`src/rtl/ft245_sync_dev_emu.sv`:
```
`default_nettype none
// ============================================================================
// Module      : ft245_sync_dev_emu
// Description : Device-side model of an FT245 synchronous FIFO interface.
//               Drives RXF#/TXE#, accepts RD#/OE#/WR#/SIWU#, and sources the
//               read-data bus from an internal RX FIFO fed by a byte-stream
//               source. Bytes written by the FPGA land in a TX FIFO that is
//               drained by a byte-stream sink.
//               Optional macro FT245_EMU_LOOPBACK_EN routes the TX FIFO head
//               straight into the RX FIFO (source/sink ports go idle).
// Revision    : 1.0 - initial release
// ============================================================================
module ft245_sync_dev_emu #(
  parameter int DEPTH_LOG2 = 4
) (
  input  logic       io_clk,
  input  logic       rst,
  input  logic [7:0] io_d_i,
  output logic [7:0] io_d_o,
  output logic       io_d_oe,
  output logic       io_rxf_n,
  output logic       io_txe_n,
  input  logic       io_rd_n,
  input  logic       io_wr_n,
  input  logic       io_oe_n,
  input  logic       io_siwua_n,
  input  logic [7:0] src_data,
  input  logic       src_valid,
  output logic       src_ready,
  output logic [7:0] snk_data,
  output logic       snk_valid,
  input  logic       snk_ready,
  output logic       siwu_pulse,
  output logic       proto_err
);

  localparam int                  c_depth   = 2 ** DEPTH_LOG2;
  localparam logic [DEPTH_LOG2:0]   c_full    = (DEPTH_LOG2 + 1)'(c_depth);
  localparam logic [DEPTH_LOG2:0]   c_cnt_one = (DEPTH_LOG2 + 1)'(1);
  localparam logic [DEPTH_LOG2-1:0] c_ptr_one = DEPTH_LOG2'(1);

  // Storage and pointers for both FIFOs
  logic [7:0]            rx_mem_q [c_depth];
  logic [7:0]            tx_mem_q [c_depth];
  logic [DEPTH_LOG2-1:0] rx_wr_ptr_q, rx_wr_ptr_d, rx_rd_ptr_q, rx_rd_ptr_d;
  logic [DEPTH_LOG2-1:0] tx_wr_ptr_q, tx_wr_ptr_d, tx_rd_ptr_q, tx_rd_ptr_d;
  logic [DEPTH_LOG2:0]   rx_count_q, rx_count_d, tx_count_q, tx_count_d;

  // Interface-side registered flags
  logic rxf_n_q, txe_n_q, d_oe_q, proto_err_q, proto_err_d;
  logic siwua_prev_q, siwu_pulse_q;

  // Handshake qualifiers
  logic       w_rx_not_full, w_rx_not_empty, w_tx_not_empty;
  logic       w_rx_push, w_rx_pop, w_tx_push, w_tx_pop;
  logic [7:0] w_rx_push_data, w_tx_head;
  logic       w_err_contention, w_err_no_turnaround;

  assign w_rx_not_full  = (rx_count_q != c_full);
  assign w_rx_not_empty = (rx_count_q != '0);
  assign w_tx_not_empty = (tx_count_q != '0);
  assign w_tx_head      = tx_mem_q[tx_rd_ptr_q];

  // FPGA-facing handshakes: reads need the bus already turned around,
  // writes need the bus released on both sides.
  assign w_rx_pop  = ~io_rd_n & ~rxf_n_q & d_oe_q;
  assign w_tx_push = ~io_wr_n & ~txe_n_q & io_oe_n & ~d_oe_q;

  assign w_err_contention    = ~io_wr_n & ~io_oe_n;
  assign w_err_no_turnaround = ~io_rd_n & ~rxf_n_q & ~d_oe_q;

`ifdef FT245_EMU_LOOPBACK_EN
  // TX head is moved into RX whenever there is room; stream ports go idle.
  logic w_unused_stream;
  assign w_unused_stream = ^{src_data, src_valid, snk_ready};
  assign w_rx_push_data  = w_tx_head;
  assign w_rx_push       = w_tx_not_empty & w_rx_not_full;
  assign w_tx_pop        = w_rx_push;
  assign src_ready       = 1'b0;
  assign snk_valid       = 1'b0;
`else
  assign w_rx_push_data  = src_data;
  assign w_rx_push       = src_valid & w_rx_not_full;
  assign w_tx_pop        = w_tx_not_empty & snk_ready;
  assign src_ready       = w_rx_not_full;
  assign snk_valid       = w_tx_not_empty;
`endif

  // Next-state for pointers, counts and the sticky error flag
  always_comb begin
    rx_wr_ptr_d = rx_wr_ptr_q;
    rx_rd_ptr_d = rx_rd_ptr_q;
    tx_wr_ptr_d = tx_wr_ptr_q;
    tx_rd_ptr_d = tx_rd_ptr_q;
    rx_count_d  = rx_count_q;
    tx_count_d  = tx_count_q;
    proto_err_d = proto_err_q | w_err_contention | w_err_no_turnaround;

    if (w_rx_push) rx_wr_ptr_d = rx_wr_ptr_q + c_ptr_one;
    if (w_rx_pop)  rx_rd_ptr_d = rx_rd_ptr_q + c_ptr_one;
    if (w_tx_push) tx_wr_ptr_d = tx_wr_ptr_q + c_ptr_one;
    if (w_tx_pop)  tx_rd_ptr_d = tx_rd_ptr_q + c_ptr_one;

    case ({w_rx_push, w_rx_pop})
      2'b10:   rx_count_d = rx_count_q + c_cnt_one;
      2'b01:   rx_count_d = rx_count_q - c_cnt_one;
      default: rx_count_d = rx_count_q;
    endcase

    case ({w_tx_push, w_tx_pop})
      2'b10:   tx_count_d = tx_count_q + c_cnt_one;
      2'b01:   tx_count_d = tx_count_q - c_cnt_one;
      default: tx_count_d = tx_count_q;
    endcase
  end

  // FIFO storage writes; contents need no reset because pointers gate visibility
  always_ff @(posedge io_clk) begin
    if (w_rx_push) rx_mem_q[rx_wr_ptr_q] <= w_rx_push_data;
    if (w_tx_push) tx_mem_q[tx_wr_ptr_q] <= io_d_i;
  end

  // Control state: pointers, counts, interface flags, SIWU edge detect
  always_ff @(posedge io_clk) begin
    if (!rst) begin
      rx_wr_ptr_q  <= '0;
      rx_rd_ptr_q  <= '0;
      tx_wr_ptr_q  <= '0;
      tx_rd_ptr_q  <= '0;
      rx_count_q   <= '0;
      tx_count_q   <= '0;
      rxf_n_q      <= 1'b1;
      txe_n_q      <= 1'b1;
      d_oe_q       <= 1'b0;
      proto_err_q  <= 1'b0;
      siwua_prev_q <= 1'b1;
      siwu_pulse_q <= 1'b0;
    end else begin
      rx_wr_ptr_q  <= rx_wr_ptr_d;
      rx_rd_ptr_q  <= rx_rd_ptr_d;
      tx_wr_ptr_q  <= tx_wr_ptr_d;
      tx_rd_ptr_q  <= tx_rd_ptr_d;
      rx_count_q   <= rx_count_d;
      tx_count_q   <= tx_count_d;
      rxf_n_q      <= (rx_count_d == '0);
      txe_n_q      <= (tx_count_d == c_full);
      d_oe_q       <= ~io_oe_n;
      proto_err_q  <= proto_err_d;
      siwua_prev_q <= io_siwua_n;
      siwu_pulse_q <= siwua_prev_q & ~io_siwua_n;
    end
  end

  // Empty FIFOs present zero rather than stale storage
  assign io_d_o     = w_rx_not_empty ? rx_mem_q[rx_rd_ptr_q] : 8'h00;
  assign snk_data   = w_tx_not_empty ? w_tx_head : 8'h00;
  assign io_d_oe    = d_oe_q;
  assign io_rxf_n   = rxf_n_q;
  assign io_txe_n   = txe_n_q;
  assign proto_err  = proto_err_q;
  assign siwu_pulse = siwu_pulse_q;

endmodule
`default_nettype wire

```
`config.mk`:
```
export PLATFORM = sky130hd
export DESIGN_NAME = ft245_sync_dev_emu
export DESIGN_NICKNAME = d
export VERILOG_FILES = /design/src/rtl/ft245_sync_dev_emu.sv
export SDC_FILE = /design/constraint.sdc
export NUM_CORES = 1
export LEC_CHECK = 0
export BUFFER_PORTS_ARGS = -buffer_cell sky130_fd_sc_hd__buf_2
export CORE_UTILIZATION = 30
export DETAILED_ROUTE_END_ITERATION = 8
export GPL_TIMING_DRIVEN = 1
export PLACE_DENSITY = 0.44
export SYNTH_ARGS = -nofsm -noshare
export SYNTH_HDL_FRONTEND = slang
export SYNTH_SLANG_ARGS = --single-unit
```
`constraint.sdc`:
```
create_clock -name io_clk -period 4.12 [get_ports io_clk]
set_clock_uncertainty 0.15 [all_clocks]
set_input_delay 0.824 -clock io_clk [delete_from_list [all_inputs] [get_ports io_clk]]
set_output_delay 0.824 -clock io_clk [all_outputs]
set_load 0.02 [all_outputs]
```
## Word level (Yosys, flattened, before mapping)

Memories as Yosys holds them, arrays and structs flattened. A register that Yosys moved wholly into a read port is not among the register bits.
Index checks and enable logic that the tools add are counted.

- Shift operators: 0
- Bitwise logic cells: 19
- Divide/modulo/power cells: 0
- Equal/unequal tests: 6
- Multipliers: 0
- Reduce and logical (&&, ||, !) cells: 3
- Multiplexer cells: 12
- $add $sub $neg: 8
- Magnitude comparators: 0

Operator list:

| cell | count |
|---|---|
| 5-bit case mux with 2 select lines | 2 |
| 4-bit by 1-bit adder with 4-bit output (second input constant) | 4 |
| 4-bit 2-to-1 mux | 4 |
| 8-bit 2-to-1 mux | 2 |
| 5-bit by 1-bit adder with 5-bit output (second input constant) | 2 |
| 1-bit AND | 10 |
| 5-bit nonzero test | 2 |
| 5-bit by 1-bit subtractor with 5-bit output (second input constant) | 2 |
| 1-bit NOT | 7 |
| 5-bit equality test (second input constant) | 1 |
| 5-bit zero test | 1 |
| 5-bit inequality test (second input constant) | 1 |
| 2-bit by 1-bit equality test with 1-bit output (second input constant) | 2 |
| 2-bit equality test (second input constant) | 2 |
| 1-bit 2-to-1 mux | 4 |
| 1-bit bitwise OR | 2 |

- Memories kept: 2
- Bits in read-only memories: 0
- Bits in latches: 0
- Bits in writable memories: 256
- Output and inout port bits: 23
- Bits in registers: 32
- Bits of input ports: 24

Memory list:

| name | depth | bits a word | read ports | clocked after memory_dff | write ports | line | RTL |
|---|---|---|---|---|---|---|---|
| rx_mem_q | 16 | 8 | 1 | 1 | 1 | 43 | `logic [7:0] rx_mem_q [c_depth];` |
| tx_mem_q | 16 | 8 | 1 | 1 | 1 | 44 | `logic [7:0] tx_mem_q [c_depth];` |

## Logic depth before layout (Yosys ltp)

- Depth in word-level cells: 7
- Depth in mapped cells: 13

## Worst setup path after synthesis

No wires, ideal clock.

- Path kind: input to register
- From: in io_rd_n
- To: reg rxf_n_q, in the netlist io_rxf_n
- Library setup time: 101 ps
- Stages on the path: 10
- Slack: 855 ps
- Path buffers: 1
- Arrival: 3014 ps
- Cells stage by stage: nor3b_1 > ha_1 > clkbuf_1 > xor2_1 > ha_1 > a21o_1 > a22oi_1 > o211a_1 > nor3_1 > o41ai_1

- Longest elaborated chain between the ends: 6

Ends and longest elaborated chain:

| what | line | RTL |
|---|---|---|
| start: declaration | 23 | `input logic io_rd_n,` |
| 1-bit NOT (*) | 66 | `assign w_rx_pop = ~io_rd_n & ~rxf_n_q & d_oe_q;` |
| 1-bit AND (*) (2 in a row) | 66 |  |
| 2-bit by 1-bit equality test with 1-bit output / 2-bit equality test (equally long branches) | 104 | `case ({w_rx_push, w_rx_pop})` |
| 5-bit case mux with 2 select lines (*) | 104 |  |
| 5-bit zero test (*) | 145 | `rxf_n_q <= (rx_count_d == '0);` |
| end signal: assignment | 145 |  |
| end: declaration | 50 | `logic rxf_n_q, txe_n_q, d_oe_q, proto_err_q, proto_err_d;` |

Every way passes the cells marked *; elsewhere a longest branch is shown, timed or not.
A chain may end at the register's enable or synchronous reset.

==> results.py <==
metrics = {
    "status": {
        "status": "finished clean",
    },
    "power": {
        "power_switching_share_pct": 23.9,
        "p_per_area_nw_per_um2": 528,
        "p_seq_share_pct": 45.8,
        "internal-power_w": 0.00558,
        "power_frac_comb_pct": 12.7,
        "leakage_nw": 4.50,
        "power.switching_w": 0.00175,
        "p_clk_share_pct": 41.5,
        "irDropWorstVdd_uv": 241,
    },
    "detailed_routing": {
        "viasPerCell": 4.68,
        "wire_per_inst_um": 20.2,
        "first_pass_iters": 4,
        "drtAntennaViolNets": 0,
        "route.detailed.drc": 0,
        "vias": 5830,
        "drt_iter0_drc": 321,
        "wl_um": 25100,
    },
    "final_layout": {
        "syn_to_final_growth_pct": 17.5,
        "nets": 743,
        "drive_gt1_share_pct": 28.9,
        "num_antenna_cells": 0,
        "final_util_pct": 35.8,
    },
    "synth": {
        "avgSynthCellArea_um2": 18.9,
        "synth_fp_nets": 665,
        "netlist_instances": 626,
        "synth-edff-count": 256,
        "synth_most_common_cell": "edfxtp_1",
        "ys_types": 41,
        "ys.flop_type": "edfxtp_1",
        "yosys.area.top_type": "edfxtp_1",
        "synth_area_um2": 11800,
        "netlist.area_leader.share_pct": 65.1,
        "synthTopCellsByArea": "edfxtp_1 65%, mux4_2 15%, dfxtp_1 6.8%",
        "synth-seq-area-share_pct": 71.9,
        "synth_common_cells": "256 x edfxtp_1, 80 x mux4_2, 61 x nor2_1",
        "yosys_warnings": 0,
        "async_flop_share_pct": 0,
        "yosys_register_bits": 296,
    },
    "hold_path": {
        "min_path_type": "flop to flop",
        "hold_depth": 2,
    },
    "grt": {
        "gr-usage-all-layers_pct": 12.9,
        "grt_pass1_vias": 6386,
        "grt_first_pass_wirelength_um": 39000,
        "grt.overflow.total": 0,
        "antenna_found_initial": 0,
        "grt_max_degree": 33,
    },
    "worst_setup_path": {
        "cp.depth": 5,
        "path_class": "flop to primary output",
        "crit_fanout": 24,
        "cp_num_buf_inv": 2,
        "cpMostUsedCell": "mux4_2",
        "crit_chain": "buf_12 -> mux4_2 -> mux4_2 -> nor2b_1 -> buf_2",
        "cp_data_required_time_ns": 3.15,
        "arrival_ns": 2.80,
        "ff2ff_path_depth": 11,
        "worstSetupEndpointType": "primary output",
        "crit_family": "multiplexers",
        "cpMaxStageDelayCell": "dfxtp_2",
        "cp-start-kind": "flop",
        "cpPeakStageDelay_ns": 0.56,
    },
    "floorplanning": {
        "start_util_pct": 30.5,
        "num_rows": 72,
        "dieArea_um2": 40200,
        "ios": 47,
        "die_y_um": 200,
        "core_um2": 38700,
        "die_w_um": 200,
    },
    "sta": {
        "grt_setup_unrepaired": "false",
        "drv_slew": 0,
        "setup_tns_ns": 0,
        "hold_viol": 0,
        "maxSlewHeadroom_pct": 36.2,
        "layout_worst_path_cycle_share_pct": 91.6,
        "worst_pin_slew_ns": 0.956,
        "fin_crit_ns": 3.78,
        "fmax_ghz": 0.265,
        "setup_viol_count_final": 0,
    },
    "clock_network": {
        "clock_sinks": 296,
        "clockRootBuffer": "clkbuf_16",
        "h-tree-depth": 2,
        "cts.path.max_buffers": 3,
        "cts_tree": "yes",
        "clkLatencyLatePin_ns": 0.54,
        "cts_buffers": 35,
        "cts_hold_buffers": 0,
        "path_clk_slew_ns": 0.06,
        "cts.repair.resized": 0,
        "post-cts-setup-buffers": 0,
    },
    "placed_design": {
        "portBuffers": 46,
        "gp_congestion": 0.706,
        "dp_hpwl_um": 16500,
    },
    "job": {
        "maxCapViolations": 0,
    },
}
-- layout make-up --
| cell class | count | area (um2) |
|---|---|---|
| well taps | 518 | 648 |
| multi-input cells | 286 | 3110 |
| flip-flops and latches | 296 | 8490 |
| repair buffers | 72 | 450 |
| clock buffers | 40 | 916 |
| clock inverters | 22 | 214 |
| inverters | 13 | 48.8 |
| fillers | 3633 | 24900 |
-- flip-flops by register name, summed over array words and instances (netlist names), named ones only --
signal,count
io_d_oe,1
siwua_prev_q,1
rx_rd_ptr_q,4
tx_count_q,5
tx_rd_ptr_q,4
proto_err,1
rx_mem_q,128
tx_wr_ptr_q,4
siwu_pulse,1
io_txe_n,1
rx_wr_ptr_q,4
io_rxf_n,1
tx_mem_q,128
rx_count_q,5
-- cell usage in the layout, fill, tap and decap left out, types with 13 or more instances in the layout --
cell | synthesis | layout
nand2_1 | 19 | 19
clkbuf_16 | 0 | 36
buf_4 | 3 | 24
dfxtp_1 | 40 | 38
ha_1 | 15 | 15
nor2_1 | 61 | 61
buf_2 | 2 | 46
edfxtp_1 | 256 | 256
mux4_2 | 80 | 80
inv_1 | 13 | 13
-- tightest hold or removal path, delay by kind of cell, from the launching register on --
family                 cells  cell delay [ns]
flip-flops                 1             0.29
buffers and inverters      1             0.04
AND/OR/NAND/NOR            1             0.03
-- metrics by stage --
stage	total power (W)	hold slack, ns	cells	setup slack [ns]	cell area (um2)
finish	0.00733	0.258	1247	0.345	13900
detailed placement	0.00438	0.255	1185	0.646	12700
floorplan	0.00411	0.244	626	0.855	11800
CTS	0.00744	0.263	1247	0.266	13900
global placement	0.00436	0.251	1185	0.835	12700
global route	0.00763	0.307	1247	0.206	13900
-- cell families after synthesis --
| family | after synthesis | synth area share, % |
|---|---|---|
| flops | 296 | 71.9 |
| fa+ha+maj | 15 | 1.59 |
| buf+inv | 44 | 1.77 |
| simple gates | 138 | 5.72 |
| compound gates | 25 | 1.63 |
| mux | 87 | 15.9 |
| xor+xnor | 21 | 1.56 |
-- layer usage --
| metal | up-vias | global-route usage, % | share of wire, % |
|---|---|---|---|
| met2 | 119 | 22.0 | 50 |
| li1 | 2624 | - | - |
| met5 | - | 0 | 0 |
| met1 | 3043 | 16.3 | 43 |
| met3 | 44 | 3.09 | 4.8 |
| met4 | 0 | 4.01 | 2.3 |
-- final timing paths --
kind                                               to  slack, ns                      from
worst max-delay path                        io_d_o[7]       0.34                      flop
worst min-delay path            siwu_pulse$_SDFF_PN0_       0.26   siwua_prev_q$_SDFF_PN1_
worst max register to register    io_rxf_n$_SDFF_PN1_       0.86  rx_count_q[1]$_SDFF_PN0_
worst min register to register  siwu_pulse$_SDFF_PN0_       0.26   siwua_prev_q$_SDFF_PN1_
-- power by group through the flow --
| stage | Sequential, W | Clock, W | Combinational, W |
|---|---|---|---|
| 3_5_place_dp | 0.00342 | 0 | 0.000956 |
| 4_1_cts | 0.00336 | 0.00313 | 0.000956 |
| 5_1_grt | 0.00336 | 0.00324 | 0.00102 |
| 3_3_place_gp | 0.00342 | 0 | 0.000938 |
| 2_1_floorplan | 0.00341 | 0 | 0.000700 |
| 6_report | 0.00336 | 0.00304 | 0.000931 |
Note: power is estimated with default switching activity, not from simulation.
